File: src/rtl/mod_envelope.sv
// ADSR envelope generator that produces an unsigned 18.14 attenuation factor (0..ONE).
// It advances one stage step per sample tick, and o_valid follows each tick by one cycle.
module mod_envelope #(
  parameter int WIDTH = 32,
  parameter int FRAC  = 14
) (
  input  logic             i_clk,
  input  logic             i_rst_n,
  input  logic             i_tick,
  input  logic             i_gate,
  input  logic [WIDTH-1:0] i_attack_step,
  input  logic [WIDTH-1:0] i_decay_step,
  input  logic [WIDTH-1:0] i_sustain_level,
  input  logic [WIDTH-1:0] i_release_step,
  output logic [WIDTH-1:0] o_envelope,
  output logic             o_valid,
  output logic [2:0]       o_stage
);

  localparam logic [2:0] ST_IDLE    = 3'd0;
  localparam logic [2:0] ST_ATTACK  = 3'd1;
  localparam logic [2:0] ST_DECAY   = 3'd2;
  localparam logic [2:0] ST_SUSTAIN = 3'd3;
  localparam logic [2:0] ST_RELEASE = 3'd4;

  localparam logic [WIDTH-1:0] ZERO = {WIDTH{1'b0}};
  localparam logic [WIDTH-1:0] ONE  = {{(WIDTH-1){1'b0}}, 1'b1} << FRAC;

  // Sustain targets above unity are pinned to unity so the level never exceeds ONE
  function automatic logic [WIDTH-1:0] clamp_one(input logic [WIDTH-1:0] val);
    clamp_one = (val > ONE) ? ONE : val;
  endfunction

  logic [2:0]       state_r;
  logic [2:0]       state_nxt_s;
  logic [WIDTH-1:0] level_r;
  logic [WIDTH-1:0] level_nxt_s;
  logic             valid_r;
  logic [WIDTH-1:0] sustain_s;
  logic [WIDTH:0]   sum_s;
  logic [WIDTH:0]   dec_diff_s;
  logic [WIDTH:0]   rel_diff_s;
  logic             attack_done_s;
  logic             decay_done_s;
  logic             release_done_s;

  // The extra top bit catches both add overflow and subtract underflow
  assign sustain_s      = clamp_one(i_sustain_level);
  assign sum_s          = {1'b0, level_r} + {1'b0, i_attack_step};
  assign dec_diff_s     = {1'b0, level_r} - {1'b0, i_decay_step};
  assign rel_diff_s     = {1'b0, level_r} - {1'b0, i_release_step};
  assign attack_done_s  = (i_attack_step == ZERO) || (sum_s >= {1'b0, ONE});
  assign decay_done_s   = (i_decay_step == ZERO) || dec_diff_s[WIDTH] ||
                          (dec_diff_s <= {1'b0, sustain_s});
  assign release_done_s = (i_release_step == ZERO) || rel_diff_s[WIDTH] ||
                          (rel_diff_s == {(WIDTH+1){1'b0}});

  // State, level and valid registers; state and level move only on a tick
  always_ff @(posedge i_clk or negedge i_rst_n) begin
    if (!i_rst_n) begin
      state_r <= ST_IDLE;
      level_r <= ZERO;
      valid_r <= 1'b0;
    end else begin
      valid_r <= i_tick;
      if (i_tick) begin
        state_r <= state_nxt_s;
        level_r <= level_nxt_s;
      end
    end
  end

  // Next-state selection: the gate check wins over the level step
  always_comb begin
    state_nxt_s = state_r;
    case (state_r)
      ST_IDLE:    state_nxt_s = i_gate ? ST_ATTACK : ST_IDLE;
      ST_ATTACK:  begin
        if (!i_gate)            state_nxt_s = ST_RELEASE;
        else if (attack_done_s) state_nxt_s = ST_DECAY;
        else                    state_nxt_s = ST_ATTACK;
      end
      ST_DECAY:   begin
        if (!i_gate)           state_nxt_s = ST_RELEASE;
        else if (decay_done_s) state_nxt_s = ST_SUSTAIN;
        else                   state_nxt_s = ST_DECAY;
      end
      ST_SUSTAIN: state_nxt_s = i_gate ? ST_SUSTAIN : ST_RELEASE;
      ST_RELEASE: begin
        if (i_gate)              state_nxt_s = ST_ATTACK;
        else if (release_done_s) state_nxt_s = ST_IDLE;
        else                     state_nxt_s = ST_RELEASE;
      end
      default:    state_nxt_s = ST_IDLE;
    endcase
  end

  // Level update; a stage change caused by the gate leaves the level untouched
  always_comb begin
    level_nxt_s = level_r;
    case (state_r)
      ST_IDLE:    level_nxt_s = ZERO;
      ST_ATTACK:  begin
        if (!i_gate)            level_nxt_s = level_r;
        else if (attack_done_s) level_nxt_s = ONE;
        else                    level_nxt_s = sum_s[WIDTH-1:0];
      end
      ST_DECAY:   begin
        if (!i_gate)           level_nxt_s = level_r;
        else if (decay_done_s) level_nxt_s = sustain_s;
        else                   level_nxt_s = dec_diff_s[WIDTH-1:0];
      end
      ST_SUSTAIN: level_nxt_s = i_gate ? sustain_s : level_r;
      ST_RELEASE: begin
        if (i_gate)              level_nxt_s = level_r;
        else if (release_done_s) level_nxt_s = ZERO;
        else                     level_nxt_s = rel_diff_s[WIDTH-1:0];
      end
      default:    level_nxt_s = ZERO;
    endcase
  end

  assign o_envelope = level_r;
  assign o_stage    = state_r;
  assign o_valid    = valid_r;

endmodule
File: config.mk
export PLATFORM = sky130hd
export DESIGN_NAME = mod_envelope
export DESIGN_NICKNAME = d
export VERILOG_FILES = /design/src/rtl/mod_envelope.sv
export SDC_FILE = /design/constraint.sdc
export NUM_CORES = 1
export LEC_CHECK = 0
export CAP_MARGIN = 20
export CORE_AREA = 10 10 152 154
export CTS_CLUSTER_DIAMETER = 40
export DETAILED_ROUTE_END_ITERATION = 10
export DIE_AREA = 0 0 162 164
export GPL_ROUTABILITY_DRIVEN = 0
export PLACE_DENSITY = 0.69
export SYNTH_ARGS = -nofsm -noshare
export SYNTH_HDL_FRONTEND = slang
export SYNTH_SLANG_ARGS = --single-unit
File: constraint.sdc
create_clock -name i_clk -period 6.4 [get_ports i_clk]
set_input_delay 0.96 -clock i_clk [delete_from_list [all_inputs] [get_ports i_clk]]
set_output_delay 0.96 -clock i_clk [all_outputs]
set_load 0.01 [all_outputs]
==> summary.txt <==
Critical path
  – FF-to-FF setup slack: between 1 and 1.5 ns
  – Reg-to-Reg End: o_envelope[12]
  – Max FO, Critical Path: 21
  – RR Startpoint: o_envelope[1]
  – Worst Path Required: between 6 and 7 ns
  – Crit path DAT: 6.16 ns
  – Worst setup path category: input port to flip-flop
  – Worst setup SP type: input port
  – Reg2Reg Depth: 20
  – Critical path launch point: i_decay_step[19]
  – CP endpoint: o_envelope[12]
  – Crit path capture type: flip-flop

Cells and area
  – Area of the multi-input gates: 0.00732 mm2
  – Commonest non-fill, non-tap cell in the layout: clkdlybuf4s50_1
  – Most frequent cells in the layout: 166 x clkdlybuf4s50_1, 128 x ha_1, 112 x nand2_1, 108 x a21oi_1, 101 x inv_1
  – Final #Nets: between 1500 and 2000
  – Diodes inserted: 0
  – Area delta synth->final: 24.0%
  – Fill cell count: 2018
  – FF+latch area: about 900 um2
  – Share of cells above drive strength 1: 0.0254
  – Final core utilization: 0.540

STA
  – Fin. Hold Viols: 0
  – Final Max Slew Viols: 0
  – RSZ-0062 raised after global routing: false
  – Measured slew at the worst slew-check pin: 1.05 ns
  – Min Hold Slack: between 0.6 and 0.7 ns
  – Setup TNS: 0 ns
  – Setup violations, final: 0
  – Final Cycle Share: 0.936
  – Max frequency: 167 MHz
  – Max_slew headroom: 0.299
  – Final min period: around 6 ns
  – Worst Skew: 0.00502 ns
  – Setup slack after layout: slightly above 0.4 ns

Clocking
  – Clock Sinks: 36
  – CTS Buf Count: 5
  – Hold_buf cts: 0
  – CTS root buffer: clkbuf_16
  – Clock transition at path regs: 0.06 ns
  – CTS Buffer Depth: 2
  – CTS H-tree depth: 2
  – Postcts setup bufs: 0
  – Cts repair resizes: 0
  – Clock latency at the later pin of the worst-skew pair: about 0.28 ns
  – TritonCTS clock tree: done

Yosys
  – Mean post-synth cell area: just over 7 um2
  – Seq cells post-synth: 36
  – Cell area after synthesis: 0.00873 mm2
  – Asr flop ratio synth: 1.00
  – Number of distinct library cells after synthesis: 78
  – Register area share after synthesis: 0.103
  – Top_reg_cell synth: dfrtp_1
  – YS warnings: 0
  – Synthesized instance count: roughly 1200
  – Post-synth EDFFs: 0

Route
  – DRT iter0 DRCs: 983
  – Drt first pass iters: 6
  – Drt drc: 0
  – Routed wire length: approximately 33000 um
  – Wirelength per Cell: 19.9 um
  – Via count: 10200
  – Vias per cell: roughly 6.2
  – Final ANT Viol Nets: 0

Place
  – Setup slack at placement: -0.0286 ns
  – Post-DP HPWL: about 28000 um
  – Port bufs: 167

Global routing
  – Number of global-route vias before repair: between 9000 and 10000
  – First-pass GRT wire length: around 50000 um
  – Largest net degree at the start of global routing: 37
  – Gr ovfl total: 0
  – Initial antenna violation count: 0
  – GRT Resource Usage Total: 0.232

Min path
  – Hold crit path type: flip-flop to flip-flop

Outcome
  – Status: finished, final reports clean

Job
  – Max Cap Violations: 0

Power and ir drop
  – PwrDens: about 90 mW/mm2
  – Pleak: approximately 4.9 nW
  – Peak VDD IR: 0.0734 mV

Die
  – # IOs: about 170
  – Rows: 52
  – Die H: 164 um
  – Initial Util: 0.435
  – Core area: 0.0200 mm2
  – Die ar.: approximately 0.027 mm2
  – Die Wd: around 160 um
## sequential cells by signal, summed over array words and instances, names as in the netlist
| signal | flops |
|---|---|
| o_stage | 3 |
| o_envelope | 32 |
| o_valid | 1 |
## cell families (layout without fill, tap and decap cells)
group | count (synthesis) | count (layout) | share of synthesized area
fa+ha+maj | 131 | 131 | 0.190
compound gates | 436 | 436 | 0.339
buf+inv | 142 | 283 | 0.0652
other cells | 1 | 17 | 0.000430
simple gates | 415 | 415 | 0.238
flops | 36 | 36 | 0.103
xor+xnor | 58 | 58 | 0.0582
mux | 4 | 4 | 0.00473
## routing by layer
layer  vias to the layer above  GRT usage  wire length [um]
met5                         -          0                 0
met4                         0     0.0641               734
met3                        43     0.0303              3120
met2                       474      0.382             15000
met1                      4747      0.313             13900
li1                       4966          -                 -
## final cells by class
type,count,share of cell area
sequential,36,0.0832
clock inverter,2,0.000925
timing repair buffer,174,0.160
inverter,101,0.0350
tap,270,0.0312
clock buffer,6,0.0128
multi-input combinational,1061,0.677
## per-stage QoR
stage | instances | area, um2 | power (mW)
after global routing | 1650 | 10800 | 1.03
after global placement | 1642 | 10700 | 0.713
final | 1650 | 10800 | 0.969
after floorplan | 1239 | 8790 | 0.520
after detailed placement | 1642 | 10700 | 0.716
after CTS | 1650 | 10800 | 0.964
## power breakdown
| part | total, mW | switching, mW | internal (mW) | leakage (nW) |
|---|---|---|---|---|
| registers | 0.253 | 0.0184 | 0.234 | 0.497 |
| clock network | 0.246 | 0.0926 | 0.153 | 0.0766 |
| logic | 0.471 | 0.263 | 0.208 | 4.33 |
| total | 0.969 | 0.374 | 0.596 | 4.90 |
## cell usage after synthesis, drive strengths merged, types with 16 or more instances
cell / count / share of area
nand3: 27 / 0.015
clkbuf: 30 / 0.013
a21o: 48 / 0.041
nor4: 41 / 0.029
xor2: 22 / 0.022
ha: 128 / 0.18
xnor2: 36 / 0.036
nor3: 33 / 0.019
inv: 101 / 0.043
nand2: 112 / 0.048
a21oi: 108 / 0.062
a31oi: 26 / 0.019
nand4: 31 / 0.022
nor2: 85 / 0.037
o21ai: 76 / 0.044
o21a: 19 / 0.016
dfrtp: 36 / 0.10
a211oi: 18 / 0.015
o211ai: 16 / 0.014
## worst max-delay path: stages
cell and delay, ns:
clkdlybuf4s50_1 0.51, inv_1 0.06, ha_1 0.37, a211o_1 0.28
and3_1 0.17, a2111oi_1 0.49, o2111a_1 0.31, nor2_1 0.10
a31oi_1 0.28, o21bai_1 0.11, xor2_1 0.21, ha_1 0.29
a2111oi_0 0.38, o211ai_1 0.15, o31ai_1 0.32, o21ba_2 0.22
and2_1 0.18, buf_12 0.16, a22o_1 0.26, a311oi_1 0.26
nor2_1 0.07
## worst min path at each step
| stage | startpoint | endpoint | cells past startpoint |
|---|---|---|---|
| after CTS | o_envelope[30] | o_envelope[30] | 2 |
| after global routing | o_envelope[30] | o_envelope[30] | 2 |
| after detailed placement | o_envelope[30] | o_envelope[30] | 2 |
| after floorplan | o_envelope[30] | o_envelope[30] | 2 |
| after global placement | o_envelope[30] | o_envelope[30] | 2 |
| final | o_envelope[30] | o_envelope[30] | 2 |
No activity file was read; power rests on OpenSTA's default activity.
